--- src/rtl/ptp_rtc_adjuster_pkg.sv ---
// Shared constants, request encoding and helpers for the RTC adjustment driver.
package ptp_rtc_adjuster_pkg;

  localparam int unsigned NSC_W = 48;
  localparam int unsigned FNS_W = 32;
  localparam logic [31:0] SC2NS = 32'd1_000_000_000;

  localparam logic [1:0] REQ_STEP  = 2'd0;
  localparam logic [1:0] REQ_SET   = 2'd1;
  localparam logic [1:0] REQ_CLEAR = 2'd2;
  localparam logic [1:0] REQ_TICK  = 2'd3;

  typedef struct packed {
    logic [1:0]       kind;
    logic [NSC_W-1:0] sc;
    logic [FNS_W-1:0] ns;
  } adj_req_t;

  // Absolute-set ns is unsigned, step ns is a signed offset; both must stay below one second.
  function automatic logic ns_out_of_range(input logic [1:0] kind, input logic [31:0] ns);
    logic res;
    res = 1'b0;
    if (kind == REQ_SET) begin
      res = (ns >= SC2NS);
    end else if (kind == REQ_STEP) begin
      res = ($signed(ns) >= $signed(SC2NS)) || ($signed(ns) <= -$signed(SC2NS));
    end
    return res;
  endfunction

endpackage

--- src/rtl/ptp_offset_norm.sv ---
// Single-step +/-1 s normaliser folding an out-of-range ns offset into the seconds field.
module ptp_offset_norm
  import ptp_rtc_adjuster_pkg::*;
(
  input  logic [33:0] ns_d,
  input  logic [47:0] sc_d,
  output logic [31:0] ns_o,
  output logic [47:0] sc_o
);

  localparam logic signed [33:0] NsLim = $signed({2'b00, SC2NS});

  // Low 32 bits of the adjusted value are the same whether computed at 34 or 32 bits.
  always_comb begin
    ns_o = ns_d[31:0];
    sc_o = sc_d;
    if ($signed(ns_d) <= -NsLim) begin
      ns_o = ns_d[31:0] + SC2NS;
      sc_o = sc_d - 48'd1;
    end else if ($signed(ns_d) >= NsLim) begin
      ns_o = ns_d[31:0] - SC2NS;
      sc_o = sc_d + 48'd1;
    end
  end

endmodule

--- src/rtl/ptp_rtc_adjuster.sv ---
// Drives the real time counter's tick increment, offset and clear inputs from servo requests,
// holding a guard window after every pulse so adjustments never overlap the counter's retention.
module ptp_rtc_adjuster
  import ptp_rtc_adjuster_pkg::*;
#(
  parameter logic [31:0] TICK_DEFAULT = 32'h1999_9999,
  parameter logic [31:0] SET_COMP_NS  = 32'd0,
  parameter int unsigned GUARD_CYC    = 8
) (
  input  logic        rtc_clk,
  input  logic        rtc_rst_n,
  input  logic        req_valid_i,
  output logic        req_ready_o,
  input  logic [1:0]  req_type_i,
  input  logic [47:0] req_sc_i,
  input  logic [31:0] req_ns_i,
  input  logic [31:0] req_tick_i,
  input  logic [79:0] rtc_std_i,
  output logic [31:0] tick_inc_o,
  output logic [31:0] ns_offset_o,
  output logic [47:0] sc_offset_o,
  output logic        offset_valid_o,
  output logic        clear_rtc_o,
  output logic        done_o,
  output logic        err_o
);

  localparam logic [2:0] StIdle  = 3'd0;
  localparam logic [2:0] StCalc  = 3'd1;
  localparam logic [2:0] StNorm  = 3'd2;
  localparam logic [2:0] StIssue = 3'd3;
  localparam logic [2:0] StGuard = 3'd4;
  localparam logic [2:0] StDone  = 3'd5;

  // GUARD plus the DONE cycle together cover GUARD_CYC cycles after the pulse.
  localparam logic [7:0] GuardLast = 8'(GUARD_CYC - 2);

  logic [2:0]  state_q, state_d;
  adj_req_t    req_q, req_d;
  logic [33:0] calc_ns_q, calc_ns_d;
  logic [47:0] calc_sc_q, calc_sc_d;
  logic [7:0]  guard_cnt_q, guard_cnt_d;
  logic        err_pend_q, err_pend_d;
  logic [31:0] tick_q, tick_d;
  logic [31:0] ns_off_q, ns_off_d;
  logic [47:0] sc_off_q, sc_off_d;
  logic        offset_valid_q, offset_valid_d;
  logic        clear_q, clear_d;
  logic        done_q, done_d;
  logic        err_q, err_d;
  logic [31:0] norm_ns;
  logic [47:0] norm_sc;

  ptp_offset_norm u_norm (
    .ns_d (calc_ns_q),
    .sc_d (calc_sc_q),
    .ns_o (norm_ns),
    .sc_o (norm_sc)
  );

  always_comb begin
    state_d        = state_q;
    req_d          = req_q;
    calc_ns_d      = calc_ns_q;
    calc_sc_d      = calc_sc_q;
    guard_cnt_d    = guard_cnt_q;
    err_pend_d     = err_pend_q;
    tick_d         = tick_q;
    ns_off_d       = ns_off_q;
    sc_off_d       = sc_off_q;
    offset_valid_d = 1'b0;
    clear_d        = 1'b0;
    done_d         = 1'b0;
    err_d          = 1'b0;
    unique case (state_q)
      StIdle: begin
        if (req_valid_i) begin
          req_d      = '{kind: req_type_i, sc: req_sc_i, ns: req_ns_i};
          err_pend_d = 1'b0;
          if (req_type_i == REQ_TICK) begin
            tick_d  = req_tick_i;
            state_d = StDone;
          end else begin
            state_d = StCalc;
          end
        end
      end
      StCalc: begin
        state_d = StNorm;
        if (ns_out_of_range(req_q.kind, req_q.ns)) begin
          err_pend_d = 1'b1;
          state_d    = StDone;
        end else if (req_q.kind == REQ_SET) begin
          calc_ns_d = {2'b00, req_q.ns} - {2'b00, rtc_std_i[31:0]} - {2'b00, SET_COMP_NS};
          calc_sc_d = req_q.sc - rtc_std_i[79:32];
        end else if (req_q.kind == REQ_STEP) begin
          calc_ns_d = {{2{req_q.ns[31]}}, req_q.ns};
          calc_sc_d = req_q.sc;
        end
      end
      StNorm: begin
        if (req_q.kind == REQ_CLEAR) begin
          clear_d = 1'b1;
        end else begin
          offset_valid_d = 1'b1;
          ns_off_d       = norm_ns;
          sc_off_d       = norm_sc;
        end
        guard_cnt_d = '0;
        state_d     = StIssue;
      end
      StIssue: state_d = StGuard;
      StGuard: begin
        if (guard_cnt_q == GuardLast) begin
          state_d = StDone;
        end else begin
          guard_cnt_d = guard_cnt_q + 8'd1;
        end
      end
      StDone: begin
        done_d  = 1'b1;
        err_d   = err_pend_q;
        state_d = StIdle;
      end
      default: state_d = StIdle;
    endcase
  end

  always_ff @(posedge rtc_clk) begin
    if (!rtc_rst_n) begin
      state_q        <= StIdle;
      req_q          <= '0;
      calc_ns_q      <= '0;
      calc_sc_q      <= '0;
      guard_cnt_q    <= '0;
      err_pend_q     <= 1'b0;
      tick_q         <= TICK_DEFAULT;
      ns_off_q       <= '0;
      sc_off_q       <= '0;
      offset_valid_q <= 1'b0;
      clear_q        <= 1'b0;
      done_q         <= 1'b0;
      err_q          <= 1'b0;
    end else begin
      state_q        <= state_d;
      req_q          <= req_d;
      calc_ns_q      <= calc_ns_d;
      calc_sc_q      <= calc_sc_d;
      guard_cnt_q    <= guard_cnt_d;
      err_pend_q     <= err_pend_d;
      tick_q         <= tick_d;
      ns_off_q       <= ns_off_d;
      sc_off_q       <= sc_off_d;
      offset_valid_q <= offset_valid_d;
      clear_q        <= clear_d;
      done_q         <= done_d;
      err_q          <= err_d;
    end
  end

  assign req_ready_o    = (state_q == StIdle);
  assign tick_inc_o     = tick_q;
  assign ns_offset_o    = ns_off_q;
  assign sc_offset_o    = sc_off_q;
  assign offset_valid_o = offset_valid_q;
  assign clear_rtc_o    = clear_q;
  assign done_o         = done_q;
  assign err_o          = err_q;

endmodule

--- config.mk ---
export PLATFORM = sky130hd
export DESIGN_NAME = ptp_rtc_adjuster
export DESIGN_NICKNAME = d
export VERILOG_FILES = /design/src/rtl/ptp_rtc_adjuster_pkg.sv /design/src/rtl/ptp_offset_norm.sv /design/src/rtl/ptp_rtc_adjuster.sv
export SDC_FILE = /design/constraint.sdc
export NUM_CORES = 1
export LEC_CHECK = 0
export CORE_MARGIN = 8
export CORE_UTILIZATION = 54
export CTS_CLUSTER_SIZE = 14
export DETAILED_ROUTE_END_ITERATION = 10
export GPL_TIMING_DRIVEN = 1
export PLACE_DENSITY = 0.81
export SYNTH_ARGS = -nofsm -noshare
export SYNTH_HDL_FRONTEND = slang
export SYNTH_SLANG_ARGS = --single-unit
export TNS_END_PERCENT = 100
--- constraint.sdc ---
create_clock -name rtc_clk -period 4 [get_ports rtc_clk]
set_clock_uncertainty 0.1 [all_clocks]
set_input_delay 0.6 -clock rtc_clk [delete_from_list [all_inputs] [get_ports rtc_clk]]
set_output_delay 0.6 -clock rtc_clk [all_outputs]
set_load 0.005 [all_outputs]
# Word level (Yosys, flattened, before mapping)

Cells that the tools add are included.

Add/sub/neg operators: 7
Magnitude comparators: 5
Equal/unequal tests: 13
Multiplexer cells: 24
Bitwise operators: 2
Reductions and logical operators: 15

Operator list:

| cell                   | count |
|---|---|
| $mux 48                | 4 |
| $mux 34                | 2 |
| $mux 32                | 2 |
| $add 48x1->48 const B  | 1 |
| $sub 48x1->48 const B  | 1 |
| $sub 48x48->48         | 1 |
| $ge 34x31->1 const B   | 1 |
| $le 34x31->1 const B   | 1 |
| $sub 32x32->33         | 1 |
| $add 32x30->32 const B | 1 |
| $ge 32x30->1 const B   | 1 |
| $ge 32x31->1 const B   | 1 |
| $le 32x31->1 const B   | 1 |
| $sub 32x30->32 const B | 1 |
| $pmux 8 s2             | 1 |
| $pmux 3 s5             | 1 |
| $mux 3                 | 4 |
| $reduce_and 2->1       | 6 |
| $reduce_and 3->1       | 3 |
| $add 8x1->8 const B    | 1 |
| $eq 8x3->1 const B     | 1 |
| $mux 1                 | 8 |
| $mux 8                 | 1 |
| $ne 2x2->1 const B     | 4 |
| other kinds (11)       | 17 |

Register bits after elaboration: 292
Input port bits: 197
Output and inout bits: 117
Word-level logic and storage cells: 81

# Depth between registers and ports, before layout

Gate-level depths: netlist of run 1.

Word-level depth: 7
Mapped depth: 13

# By module

Synthesis of run 1 repeated with hierarchy kept, for this count alone.

Cells, all modules: 2477
Area, all modules: 18312.6 um^2

By module, submodules not included:

| module           | instances | cells an instance | area an instance (um^2) |
|---|---|---|---|
| ptp_rtc_adjuster | 1         | 2041              | 15571.2 |
| ptp_offset_norm  | 1         | 436               | 2741.4 |

# Worst setup path after synthesis of run 1

OpenSTA, ideal clock, no wires.

Path kind: input to register
Start: input rtc_std_i[32]
End: register calc_sc_q[46]
Library setup time: 0.101 ns
Arrival time: 3.096 ns
Setup slack: 0.703 ns
Stages on the path: 12
Buffers on the path: 0
Cells stage by stage: ha_1 > fa_1 > nor2b_1 > o2111ai_1 > a21oi_1 > o211a_1 > o31ai_1 > o31ai_1 > a311oi_1 > o21bai_1 > xnor2_1 > o41ai_1

Word-level cells in the longest chain between the ends: 2

Ends and longest elaborated chain:

| item                 | line                    | text |
|---|---|---|
| start, declared      | ptp_rtc_adjuster.sv:18  | `input logic [79:0] rtc_std_i,` |
| $sub 48x48->48       | ptp_rtc_adjuster.sv:95  | `calc_sc_d = req_q.sc - rtc_std_i[79:32];` |
| $mux 48              | ptp_rtc_adjuster.sv:93  | `end else if (req_q.kind == REQ_SET) begin` |
| end signal, assigned | ptp_rtc_adjuster.sv:148 | `calc_sc_q <= calc_sc_d;` |
| end, declared        | ptp_rtc_adjuster.sv:41  | `logic [47:0] calc_sc_q, calc_sc_d;` |

Every way passes these cells.
A chain may end at the register's enable or synchronous reset.

# Worst setup path after layout of run 1

Start: register calc_ns_q[11]
End: register sc_off_q[44] (netlist: sc_offset_o[44])

Word-level cells in the longest chain between the ends: 3
Elaborated cells between the ends (all ways): 4

Ends and longest elaborated chain:

| item                   | line                    | text |
|---|---|---|
| start, declared        | ptp_rtc_adjuster.sv:40  | `logic [33:0] calc_ns_q, calc_ns_d;` |
| start signal, assigned | ptp_rtc_adjuster.sv:147 | `calc_ns_q <= calc_ns_d;` |
| $ge 34x31->1           | ptp_offset_norm.sv:20   | `end else if ($signed(ns_d) >= NsLim) begin` |
| $mux 48                | ptp_offset_norm.sv:20   |  |
| $mux 48 (*)            | ptp_offset_norm.sv:17   | `if ($signed(ns_d) <= -NsLim) begin` |
| end signal, assigned   | ptp_rtc_adjuster.sv:153 | `sc_off_q <= sc_off_d;` |
| end, declared          | ptp_rtc_adjuster.sv:46  | `logic [47:0] sc_off_q, sc_off_d;` |

Every way passes the cells marked *; elsewhere a longest branch is shown, timed or not.

==> results by stage, run 1 <==
Yosys:
- The top flip-flop cell by instance count after synthesis is sky130_fd_sc_hd__dfxtp_1.
- The post-synthesis sequential element count is 291.
- The count of flip-flops with a built-in enable after synthesis is 0.
- When the netlist entered floorplanning its net count stood at 2,737.
- Sequential elements use 32.3% of the synthesized area.
- In this run the cell area of the synthesized design comes to 18,000 um2.
- The number of different library cells in the post-synthesis netlist is 85.
- The synthesized area per cell is 7.35 um2.
- The cell count after synthesis came out at 2,452.
- For this run, asynchronously set or reset flops after synthesis account for 0%.
- The Yosys step of the flow raised 0 warnings.

GRT:
- Entering global routing, the biggest net connects 85 pins.
- The overall overflow remaining after global route is 0.
- The global-route usage over all layers is 31.2%.
- The first-pass GRT wire length is 99.7 mm.
- The initial antenna violation count is 0.
- The number of global-route vias before repair is 18,300.

STA:
- The shortest period the worst path allows is 3.66 ns.
- The final count of pins violating max slew was 0.
- The setup-violating endpoint count in the final report is 0.
- At the pin with the least slew margin, the transition time is 1.26 ns.
- The portion of the clock cycle consumed by the worst path in the final layout is 91.6%.
- The worst setup margin is 0.337 ns.
- The highest attainable clock frequency is 0.273 GHz.
- The total count of hold-check failures in the final report is 0.
- Setup repair after global routing left no endpoint under its margin.
- The worst slew margin relative to its limit is 15.8%.

Cells and area:
- The post-route netlist has 6.33% of its cells at a drive strength greater than 1.
- The antenna diode instance count is 0.
- The number of fillers in the final layout is 2,778.
- The area growth from synthesis to layout is 27.0%.
- The area of all placed cells without fillers is 22,900 um2.
- The final layout contains 3,007 nets.
- In the final layout, the multi-input gates occupy 11,200 um2.
- Measured on the finished design, the core utilization comes to 68.9%.
- The combined flip-flop and latch cell area is 5830 um2.

Floorplan:
- After floorplanning, the core was divided into 67 placement rows.
- From left edge to right edge, the die measures 199 um.
- In this run the vertical extent of the chip is 199 um.
- The top-level I/O count is 314.
- The overall die area is 39,500 um2.
- After floorplanning, the core was sized to cover 33,200 um2.
- For this configuration, the core starts out at a cell density of 54.3%.

Drt:
- The number of nets with antenna violations after routing is 0.
- Detailed routing inserted a total of 19,300 vias.
- Summed over all layers, the routed wires come to 64.4 mm.
- The pre-antenna-repair detailed-routing pass consisted of 6 iterations.
- In the final routed layout, each cell accounts on average for 20.1 um.
- The count of unresolved DRC violations after routing is 0.
- The first routing iteration left 1,874 violations.
- The vias per cell is 6.04.

Pwr:
- The worst ir drop on vdd is 0.000333 V.
- The analysis attributes to cell leakage a power of 9.09 nW.
- For this design the ratio of total power to cell area is 454 nW/um2.

Setup path:
- Traced cell by cell, the critical path runs through a21oi_1 > o21ai_0 > a21oi_1 > o31a_1 > nor2_1 > nand3_1 > o32ai_1 > xnor2_1 > nand2_1 > a21oi_1.
- The largest individual stage delay along the critical path comes from the cell sky130_fd_sc_hd__nor2_1.
- The data arrival time at the worst-slack endpoint is 4.03 ns.
- The worst setup path is captured at a register.
- In this design, the largest share of critical-path delay is due to compound AO/OA/AOI/OAI gates.
- The classification of the worst setup path is register to register.
- The maximum single-stage delay on the critical path is 0.81 ns.
- For the worst setup path, the data required time is 4.36 ns.
- The maximum fanout along the worst path is 15.
- The most prevalent standard cell on the critical path is sky130_fd_sc_hd__a21oi_1.
- The number of buffer and inverter stages on the critical path is 0.
- STA classifies the critical path startpoint as a register.

Run status:
- The run finished with clean final reports.

Clock tree:
- The clock tree from TritonCTS is done.
- CTS saw 291 sinks.
- The H-tree was split into 2 levels.
- Post-CTS repair changed the size of 0 cells.
- Clock-pin slew was measured on the worst setup and hold paths at 0.06 ns.
- After clock tree synthesis, the setup repair step added 0 buffers.
- Clock tree synthesis selected as its root buffer the cell sky130_fd_sc_hd__clkbuf_16.
- The clock passes through at most 3 buffers.
- The clock latency at the later pin of the worst-skew pair is 0.54 ns.
- Counting the buffers created by CTS gives 34.
- For this design, the CTS-stage hold fixing added 0 buffers.

Placed design:
- The number of port buffers is 313.
- Prior to clock tree synthesis, the placed netlist has a worst setup slack of -0.0484 ns.
- Once detailed placement completed, the half-perimeter wirelength came to 49.3 mm.
- At the end of routability-driven placement, the weighted congestion stood at 0.988.
- The instance area at placement is 21,700 um2.

Flow run:
- The max-cap violation count is 0.

Hold path:
- The tightest min-delay check is of the register to register type.
[report_power, final]
part / switching, mW / total [mW] / internal [mW]
registers: 0.456 / 3.65 / 3.19
clock network: 1.28 / 3.23 / 1.95
logic: 2.07 / 3.50 / 1.44
total: 3.80 / 10.4 / 6.58
[state kept, by name, summed over array words and instances (netlist names)]
| name | count |
|---|---|
| state_q | 3 |
| err_o | 1 |
| calc_sc_q | 48 |
| tick_inc_o | 32 |
| clear_rtc_o | 1 |
| ns_offset_o | 32 |
| err_pend_q | 1 |
| req_q | 82 |
| guard_cnt_q | 8 |
| sc_offset_o | 48 |
| calc_ns_q | 33 |
| offset_valid_o | 1 |
| done_o | 1 |
[cell usage in the layout (no fill, tap or decap), types with 15 or more instances in the layout]
cell                              instances
sky130_fd_sc_hd__nand4_1                 25
sky130_fd_sc_hd__inv_1                  109
sky130_fd_sc_hd__a211oi_1                36
sky130_fd_sc_hd__nand2_1                459
sky130_fd_sc_hd__nand2b_1                16
sky130_fd_sc_hd__buf_4                   74
sky130_fd_sc_hd__or3_1                   17
sky130_fd_sc_hd__a21oi_1                280
sky130_fd_sc_hd__o211ai_1                24
sky130_fd_sc_hd__a21o_1                  55
sky130_fd_sc_hd__nor3_1                  76
sky130_fd_sc_hd__nor4_1                  24
sky130_fd_sc_hd__and2_1                  15
sky130_fd_sc_hd__o21ai_1                 16
sky130_fd_sc_hd__o22ai_1                 17
sky130_fd_sc_hd__ha_1                    86
sky130_fd_sc_hd__xor2_1                  61
sky130_fd_sc_hd__nor2_1                 166
sky130_fd_sc_hd__xnor2_1                 75
sky130_fd_sc_hd__nand3_1                 62
sky130_fd_sc_hd__clkdlybuf4s50_1        312
sky130_fd_sc_hd__a31oi_1                 35
sky130_fd_sc_hd__clkbuf_16               35
sky130_fd_sc_hd__o21ai_0                119
sky130_fd_sc_hd__o221ai_1                17
sky130_fd_sc_hd__dfxtp_1                291
[cell usage after synthesis (all sizes together) (17+ instances only)]
cell	count	area, um2
a211oi	38	295
a21o	55	413
a21oi	280	1400
a31oi	36	231
buf	28	143
clkbuf	127	477
dfxtp	291	5830
ha	86	1080
inv	111	417
nand2	460	1730
nand2b	18	120
nand3	63	320
nand4	25	156
nor2	170	656
nor3	79	412
nor4	25	163
o211ai	24	180
o21ai	135	676
o221ai	17	149
o22ai	17	106
or3	17	106
xnor2	75	657
xor2	61	534
[per-stage QoR]
stage	total power [mW]	std cells	hold slack (ns)	setup TNS, ns
2_1_floorplan	5.80	2452	0.331	0
3_3_place_gp	7.04	3134	0.333	0
3_5_place_dp	7.10	3134	0.343	-0.131
4_1_cts	10.3	3196	0.350	0
5_1_grt	10.9	3196	0.368	0
6_report	10.4	3196	0.349	0
[path summary, 6_finish.rpt]
check,start,to,slack [ns],depth (start not counted)
max reg2reg,calc_ns_q[11],sc_offset_o[44],0.34,10
min,sc_offset_o[29],sc_offset_o[29],0.35,2
max,calc_ns_q[11],sc_offset_o[44],0.34,10
min reg2reg,sc_offset_o[29],sc_offset_o[29],0.35,2
[metal layers]
metal  vias up  share of wire, %  GRT usage (%)
li1       9202                 -              -
met1      9064                43           42.8
met2       908                45           49.0
met3       120               9.7           6.28
met4         0               2.8           9.63
met5         -                 0              0
[worst register-to-register path, delay by kind of cell, from the launching register on]
kind	cells	cell delay, ns
AO/OA/AOI/OAI	6	1.50
AND/OR/NAND/NOR	3	1.28
flip-flops	1	0.55
XOR/XNOR	1	0.17
[logic make-up (layout without fill, tap and decap cells)]
family | count (synthesis) | after routing | synth area share [%]
simple gates | 948 | 948 | 24.0
compound gates | 716 | 716 | 24.8
flops | 291 | 291 | 32.3
buf+inv | 266 | 562 | 5.75
xor+xnor | 136 | 136 | 6.61
fa+ha+maj | 88 | 88 | 6.19
mux | 7 | 7 | 0.389
[layout make-up]
| cell class | count | area share, % |
|---|---|---|
| multi-input combinational | 1895 | 48.8 |
| inverter | 111 | 1.84 |
| clock inverter | 9 | 0.536 |
| clock buffer | 53 | 4.60 |
| sequential | 291 | 25.5 |
| tap | 448 | 2.45 |
| timing repair buffer | 389 | 16.3 |
Note: power is estimated with default switching activity, not from simulation.
==> run 2, diff against run 1 <==
--- a/config.mk
+++ b/config.mk
@@ -5,12 +5,15 @@
 export SDC_FILE = /design/constraint.sdc
 export NUM_CORES = 1
 export LEC_CHECK = 0
+export CORE_ASPECT_RATIO = 1.1
 export CORE_MARGIN = 8
 export CORE_UTILIZATION = 54
+export CTS_CLUSTER_DIAMETER = 50
 export CTS_CLUSTER_SIZE = 14
 export DETAILED_ROUTE_END_ITERATION = 10
 export GPL_TIMING_DRIVEN = 1
 export PLACE_DENSITY = 0.81
+export SLEW_MARGIN = 20
 export SYNTH_ARGS = -nofsm -noshare
 export SYNTH_HDL_FRONTEND = slang
 export SYNTH_SLANG_ARGS = --single-unit
==> run 2 against run 1 <==
Effect of this change:
- clock power down 17%
- sequential cell count unchanged
- maximum frequency up 0.75%
- worst setup slack better by 0.027 ns
- sequential share of layout area up 0.34 points
- critical endpoint is now calc_sc_q[12]
==> results by stage, run 2 (synthesis results as in run 1) <==
Run status:
- Run status: complete, no violations (unchanged).

STA:
- The final count of pins violating max slew came to 0 (unchanged).
- Unrepaired setup endpoints after global routing: no (unchanged).
- The highest attainable clock frequency is 0.275 GHz (was 0.273 GHz).
- The slew of the pin with the lowest slew margin came to 1.02 ns (was 1.26 ns).
- The final setup TNS is 0 ns (unchanged).
- The shortest period the worst path allows was 3.64 ns (was 3.66 ns).
- The total count of hold-check failures in the final report is 0 (unchanged).
- The setup-violating endpoint count in the final report is 0 (unchanged).
- The worst slew margin relative to its limit is 31.5% (was 15.8%).
- The portion of the clock cycle consumed by the worst path in the final layout is 90.9% (was 91.6%).

Cells and area:
- The flip-flop count of the largest register after layout was 82 (unchanged).
- The antenna diode instance count is 0 (unchanged).
- The area overhead of the layout relative to synthesis is 25.3% (was 27.0%).
- Highest-count cells in the layout ignoring fill and taps: 459 x sky130_fd_sc_hd__nand2_1, 312 x sky130_fd_sc_hd__clkdlybuf4s50_1, 291 x sky130_fd_sc_hd__dfxtp_1, 280 x sky130_fd_sc_hd__a21oi_1, 164 x sky130_fd_sc_hd__nor2_1 (was 459 x sky130_fd_sc_hd__nand2_1, 312 x sky130_fd_sc_hd__clkdlybuf4s50_1, 291 x sky130_fd_sc_hd__dfxtp_1, 280 x sky130_fd_sc_hd__a21oi_1, 166 x sky130_fd_sc_hd__nor2_1).
- The fraction of final layout cells sized beyond drive strength 1 was 5.90% (was 6.33%).
- The final cell count without fillers was 3,159 (was 3,196).
- The commonest non-fill, non-tap cell in the layout is sky130_fd_sc_hd__nand2_1 (unchanged).
- The largest register by flop count is req_q (unchanged).
- The total number of nets in the final design was 2,996 (was 3,007).

Setup path:
- The maximum single-stage delay on the critical path is 0.59 ns (was 0.81 ns).
- The number of cell instances on the worst register-to-register path came to 9 (was 10).
- The cell with the largest stage delay on the worst path is sky130_fd_sc_hd__a211oi_1 (was sky130_fd_sc_hd__nor2_1).
- Cell chain of the critical path: or3_1 > or4_1 > o41ai_1 > a31oi_1 > a31oi_2 > nand3b_1 > buf_12 > a211oi_1 > nor3_1 (was a21oi_1 > o21ai_0 > a21oi_1 > o31a_1 > nor2_1 > nand3_1 > o32ai_1 > xnor2_1 > nand2_1 > a21oi_1).
- The source of the worst register-to-register timing path was req_q[28] (was calc_ns_q[11]).
- The data arrival time at the worst-slack endpoint came to 3.99 ns (was 4.03 ns).
- The endpoint type of the worst setup path is a register (unchanged).
- The critical path launch point type is a register (unchanged).
- The classification of the worst setup path is register to register (unchanged).
- The start point of the critical path is req_q[28] (was calc_ns_q[11]).
- The maximum fanout along the worst path is 46 (was 15).
- The endpoint required time on the critical path was 4.35 ns (was 4.36 ns).

Floorplan:
- The die width was 190 um (was 199 um).
- The starting utilization of the core area is 54.4% (was 54.3%).
- The top-level I/O count is 314 (unchanged).
- The core box area is 33,100 um2 (was 33,200 um2).
- The overall die area is 39,500 um2 (about the same).
- The vertical die dimension came to 208 um (was 199 um).
- The number of core rows is 70 (was 67).

Clock tree:
- The total clock sinks is 291 (unchanged).
- The clock tree from TritonCTS is done (unchanged).
- The maximum buffer depth of the clock tree is 3 (unchanged).
- The CTS H-tree depth is 1 (was 2).
- The total CTS buffers came to 31 (was 34).
- The root buffer cell is sky130_fd_sc_hd__clkbuf_16 (unchanged).
- The clock latency at the later pin of the worst-skew pair came to 0.59 ns (was 0.54 ns).
- The number of hold buffers added after cts is 0 (unchanged).
- The clock-pin slew on the worst setup and hold paths is 0.06 ns (about the same).

Placed design:
- The final HPWL from detailed placement came to 47.9 mm (was 49.3 mm).
- The number of port buffers is 313 (unchanged).
- The instance count after placement with tap cells included is 3,110 (was 3,134).
- The weighted congestion reported at the end of routability-driven placement was 0.981 (was 0.988).

Pwr:
- The worst ir drop on vdd is 0.000356 V (was 0.000333 V).
- The leakage component of the power is 8.93 nW (was 9.09 nW).
- The power density over cell area is 432 nW/um2 (was 454 nW/um2).

GRT:
- The global-route met3 utilization was 5.02% (was 6.28%).
- The number of global-route vias before repair is 18,100 (was 18,300).
- The global-route usage over all layers came to 30.0% (was 31.2%).
- The overall overflow remaining after global route came to 0 (unchanged).
- The initial antenna violation count came to 1 (was 0).
- The busiest metal layer after global routing is met2 (unchanged).
- The pin count of the biggest net entering global routing came to 78 (was 85).
- The met1 capacity usage during global routing came to 41.3% (was 42.8%).
- The met2 usage is 47.6% (was 49.0%).
- The first-pass GRT wire length was 98.1 mm (was 99.7 mm).

Hold path:
- The cell count of the worst hold path is 2 (unchanged).
- The launch point of the worst hold path is sc_offset_o[29] (unchanged).
- The classification of the worst-slack hold path is register to register (unchanged).

Flow run:
- The max-cap violation count was 0 (unchanged).

Drt:
- The final routed wirelength across all metal layers is 62.0 mm (was 64.4 mm).
- The average wire per cell in the routed design is 19.6 um (was 20.1 um).
- The detailed-routing iteration count for the pre-antenna-repair pass is 7 (was 6).
- The number of vias in the routed layout is 19,000 (was 19,300).
- The count of routing violations after the opening detailed-route iteration came to 1,535 (was 1,874).
- The vias per cell is 6.01 (was 6.04).
- The number of nets with antenna violations after routing is 0 (unchanged).
- The count of unresolved DRC violations after routing is 0 (unchanged).
## run 2: changes by cell type in the layout (fill, tap and decap cells not counted), moves of 3 or more
cell | before | now
sky130_fd_sc_hd__buf_4 | 74 | 65
sky130_fd_sc_hd__clkbuf_16 | 35 | 31
sky130_fd_sc_hd__clkinv_4 | 0 | 3
sky130_fd_sc_hd__clkbuf_1 | 7 | 3
sky130_fd_sc_hd__inv_8 | 0 | 3
sky130_fd_sc_hd__clkbuf_8 | 11 | 0
## run 2: worst paths after layout
kind | to | slack, ns
max | calc_sc_q[12] | 0.36
max reg2reg | calc_sc_q[12] | 0.36
min reg2reg | sc_offset_o[29] | 0.35
min | sc_offset_o[29] | 0.35
## run 2: critical path, delay by kind of cell (launching register included)
kind,cells,cell delay (ns)
flip-flops,1,0.35
AND/OR/NAND/NOR,4,1.30
buffers and inverters,1,0.28
AO/OA/AOI/OAI,4,1.45
## run 2: metal layers
layer  vias to the layer above  part of all wire (%)
met5                         -                     0
met4                         0                   2.7
met3                       104                   9.2
met2                       835                    45
met1                      8871                    43
li1                       9182                     -
## run 2: layout make-up
cell class	count	area (um2)
fill	2819	10500
clock buffer	34	787
clock inverter	15	140
sequential	291	5830
multi-input combinational	1895	11200
tap	432	541
timing repair buffer	381	3680
inverter	111	422
## run 2: stage by stage
| stage | hold WS [ns] | area, um2 | power, mW | setup slack, ns | utilization (%) |
|---|---|---|---|---|---|
| detailed placement | 0.343 | 21600 | 7.04 | -0.107 | 65.4 |
| CTS | 0.351 | 22600 | 9.71 | 0.319 | 68.2 |
| floorplan | 0.331 | 18000 | 5.80 | 0.703 | - |
| global route | 0.365 | 22600 | 10.3 | 0.118 | 68.2 |
| global placement | 0.335 | 21600 | 6.98 | 0.0219 | 65.4 |
| finish | 0.347 | 22600 | 9.76 | 0.364 | 68.2 |
## run 2: repair_timing
| item | CTS | global route |
|---|---|---|
| gates resized for setup | 0 | 1 |
| setup endpoints to repair | 0 | 1 |
| buffers inserted | 0 | 0 |
## run 2: where the power goes
| group | switching, mW | internal [mW] | total, mW | leakage, nW |
|---|---|---|---|---|
| Sequential | 0.444 | 3.19 | 3.63 | 2.37 |
| Combinational | 2.02 | 1.41 | 3.43 | 6.12 |
| Clock | 1.26 | 1.44 | 2.69 | 0.451 |
| Total | 3.72 | 6.04 | 9.76 | 8.93 |
==> run 3, diff against run 2 <==
--- a/config.mk
+++ b/config.mk
@@ -12,6 +12,7 @@
 export CTS_CLUSTER_SIZE = 14
 export DETAILED_ROUTE_END_ITERATION = 10
 export GPL_TIMING_DRIVEN = 1
+export MAX_ROUTING_LAYER = met4
 export PLACE_DENSITY = 0.81
 export SLEW_MARGIN = 20
 export SYNTH_ARGS = -nofsm -noshare
==> run 3 against run 2 <==
Effect of this change:
- combinational power about the same
- worst setup slack got worse by 0.022 ns
- sequential share of layout area decreased by 0.25 points
- clock-buffer cell count increased by 7
- total power increased by 5.2%
- hold slack improved by 0.0013 ns
- global-route usage increased by 1.7 points
- largest power group unchanged
==> results by stage, run 3 (synthesis results as in run 1) <==
Drt:
- The count of routing violations after the opening detailed-route iteration is 1,664 (was 1,535).
- The number of vias in the routed layout is 19,200 (was 19,000).
- The final routed wirelength across all metal layers is 63.7 mm (was 62.0 mm).
- The average wire per cell in the routed design is 20.1 um (was 19.6 um).
- The vias per cell came to 6.07 (was 6.01).
- The count of unresolved DRC violations after routing was 0 (unchanged).
- The number of nets with antenna violations after routing is 0 (unchanged).
- The detailed-routing iteration count for the pre-antenna-repair pass came to 6 (was 7).

Pwr:
- The share of total power in the clock network is 30.8% (was 27.6%).
- The total internal power was 6.47 mW (was 6.04 mW).
- The sequential power share is 35.5% (was 37.2%).
- The power density over cell area is 450 nW/um2 (was 432 nW/um2).
- The leakage component of the power was 9.04 nW (was 8.93 nW).
- The worst ir drop on vdd is 0.000342 V (was 0.000356 V).
- The switching power total came to 3.80 mW (was 3.72 mW).
- The switching fraction of total power is 37.0% (was 38.1%).
- The part of the total power dissipated in combinational logic is 33.7% (was 35.2%).

STA:
- Unrepaired setup endpoints after global routing: no (unchanged).
- The slew of the pin with the lowest slew margin is 1.12 ns (was 1.02 ns).
- The worst hold slack is 0.349 ns (was 0.347 ns).
- The final count of pins violating max slew is 0 (unchanged).
- The worst setup margin is 0.342 ns (was 0.364 ns).
- The highest attainable clock frequency is 0.273 GHz (was 0.275 GHz).
- The worst slew margin relative to its limit came to 25.0% (was 31.5%).
- The setup-violating endpoint count in the final report is 0 (unchanged).
- The total count of hold-check failures in the final report was 0 (unchanged).
- The shortest period the worst path allows is 3.66 ns (was 3.64 ns).
- The portion of the clock cycle consumed by the worst path in the final layout is 91.4% (was 90.9%).

GRT:
- The pin count of the biggest net entering global routing was 80 (was 78).
- The first-pass GRT wire length came to 99.8 mm (was 98.1 mm).
- The overall overflow remaining after global route is 0 (unchanged).
- The number of global-route vias before repair is 18,300 (was 18,100).
- The initial antenna violation count is 1 (unchanged).
- The global-route usage over all layers came to 31.7% (was 30.0%).

Cells and area:
- The commonest non-fill, non-tap cell in the layout is sky130_fd_sc_hd__nand2_1 (unchanged).
- The area overhead of the layout relative to synthesis was 26.5% (was 25.3%).
- The total number of nets in the final design is 3,002 (was 2,996).
- Highest-count cells in the layout ignoring fill and taps: 459 x sky130_fd_sc_hd__nand2_1, 312 x sky130_fd_sc_hd__clkdlybuf4s50_1, 291 x sky130_fd_sc_hd__dfxtp_1, 280 x sky130_fd_sc_hd__a21oi_1, 165 x sky130_fd_sc_hd__nor2_1 (was 459 x sky130_fd_sc_hd__nand2_1, 312 x sky130_fd_sc_hd__clkdlybuf4s50_1, 291 x sky130_fd_sc_hd__dfxtp_1, 280 x sky130_fd_sc_hd__a21oi_1, 164 x sky130_fd_sc_hd__nor2_1).
- The fraction of final layout cells sized beyond drive strength 1 was 6.32% (was 5.90%).
- The core occupancy in the finished layout is 68.9% (was 68.2%).
- The largest register by flop count is req_q (unchanged).
- The flip-flop count of the largest register after layout is 82 (unchanged).

Setup path:
- The critical path launch point type was a register (unchanged).
- The endpoint type of the worst setup path was a register (unchanged).
- The maximum fanout along the worst path is 31 (was 46).
- The data arrival time at the worst-slack endpoint is 3.94 ns (was 3.99 ns).
- The endpoint required time on the critical path is 4.29 ns (was 4.35 ns).
- The classification of the worst setup path is register to register (unchanged).

Clock tree:
- The CTS H-tree depth is 2 (was 1).
- The clock latency at the later pin of the worst-skew pair was 0.54 ns (was 0.59 ns).
- The root buffer cell is sky130_fd_sc_hd__clkbuf_16 (unchanged).
- The total CTS buffers came to 35 (was 31).
- The maximum buffer depth of the clock tree came to 3 (unchanged).
- The number of hold buffers added after cts is 0 (unchanged).
- The clock tree from TritonCTS is done (unchanged).
- The clock-pin slew on the worst setup and hold paths is 0.06 ns (about the same).
- The post-cts gate resize count is 0 (unchanged).
- The total clock sinks came to 291 (unchanged).
- The buffer count from post-CTS setup fixing is 0 (unchanged).

Flow run:
- The max-cap violation count is 0 (unchanged).

Placed design:
- The final HPWL from detailed placement is 48.6 mm (was 47.9 mm).
- The weighted congestion reported at the end of routability-driven placement is 0.993 (was 0.981).
- The number of port buffers is 313 (unchanged).
- The post-placement worst setup slack is -0.0392 ns (was -0.107 ns).

Floorplan:
- The core box area is 33,100 um2 (unchanged).
- The overall die area came to 39,500 um2 (unchanged).
- The starting utilization of the core area is 54.4% (unchanged).
- The number of core rows is 70 (unchanged).
- The top-level I/O count is 314 (unchanged).
- The vertical die dimension is 208 um (unchanged).
- The die width is 190 um (unchanged).

Run status:
- Run status: complete, no violations (unchanged).

Hold path:
- The classification of the worst-slack hold path is register to register (unchanged).
-- run 3: changes by cell type in the layout (fill, tap and decap cells not counted) --
| cell | delta |
|---|---|
| sky130_fd_sc_hd__bufinv_16 | +2 |
| sky130_fd_sc_hd__diode_2 | +1 |
| sky130_fd_sc_hd__clkinv_4 | -2 |
| sky130_fd_sc_hd__clkinv_2 | +1 |
| sky130_fd_sc_hd__clkbuf_16 | +5 |
| sky130_fd_sc_hd__clkinv_8 | -1 |
| sky130_fd_sc_hd__clkbuf_8 | +4 |
| sky130_fd_sc_hd__nor2_2 | -1 |
| sky130_fd_sc_hd__clkbuf_1 | -2 |
| sky130_fd_sc_hd__inv_8 | -3 |
| sky130_fd_sc_hd__nor2_1 | +1 |
| sky130_fd_sc_hd__clkinvlp_4 | +3 |
| sky130_fd_sc_hd__buf_4 | +2 |
| sky130_fd_sc_hd__inv_6 | +2 |
-- run 3: stage by stage --
stage,power [mW],TNS (ns),instance area (um2),cells
floorplan,5.80,0,18000,2452
global placement,7.01,0,21700,3112
detailed placement,7.07,-0.0663,21700,3112
CTS,10.2,0,22800,3170
global route,10.8,0,22800,3171
finish,10.3,0,22800,3171
-- run 3: power by group through the flow --
stage	Clock (mW)	Sequential, mW	Combinational [mW]
final	3.16	3.65	3.46
after global routing	3.31	3.67	3.78
after CTS	3.19	3.62	3.41
after detailed placement	0	3.68	3.39
after global placement	0	3.67	3.34
after floorplan	0	3.46	2.34
-- run 3: routing by layer --
| metal | part of all wire [%] | global-route usage [%] | wire (um) |
|---|---|---|---|
| met5 | 0 | - | 0 |
| met4 | 3.4 | 10.4 | 2140 |
| met3 | 8.3 | 4.60 | 5310 |
| met2 | 44 | 48.2 | 28300 |
| met1 | 44 | 42.7 | 27900 |
-- run 3: area by class of cell --
type / instances / area, um2
fill: 2779 / 10300
multi-input combinational: 1895 / 11200
clock inverter: 17 / 178
antenna: 1 / 2.50
clock buffer: 41 / 960
inverter: 111 / 422
sequential: 291 / 5830
tap: 432 / 541
timing repair buffer: 383 / 3690
-- run 3: worst max-delay path, cell delays in order, from the launching register on --
cell	delay (ns)
sky130_fd_sc_hd__dfxtp_1	0.36
sky130_fd_sc_hd__or3_1	0.44
sky130_fd_sc_hd__or4_1	0.48
sky130_fd_sc_hd__o41ai_1	0.39
sky130_fd_sc_hd__a31oi_1	0.14
sky130_fd_sc_hd__a31oi_2	0.36
sky130_fd_sc_hd__nand3b_1	0.20
sky130_fd_sc_hd__buf_4	0.29
sky130_fd_sc_hd__a211oi_1	0.62
sky130_fd_sc_hd__nor3_1	0.09
-- run 3: worst paths after layout --
check,startpoint,endpoint,slack (ns),cells past startpoint
hold / removal,sc_offset_o[27],sc_offset_o[27],0.35,2
setup / recovery,req_q[28],calc_sc_q[12],0.34,9
setup reg to reg,req_q[28],calc_sc_q[12],0.34,9
hold reg to reg,sc_offset_o[27],sc_offset_o[27],0.35,2
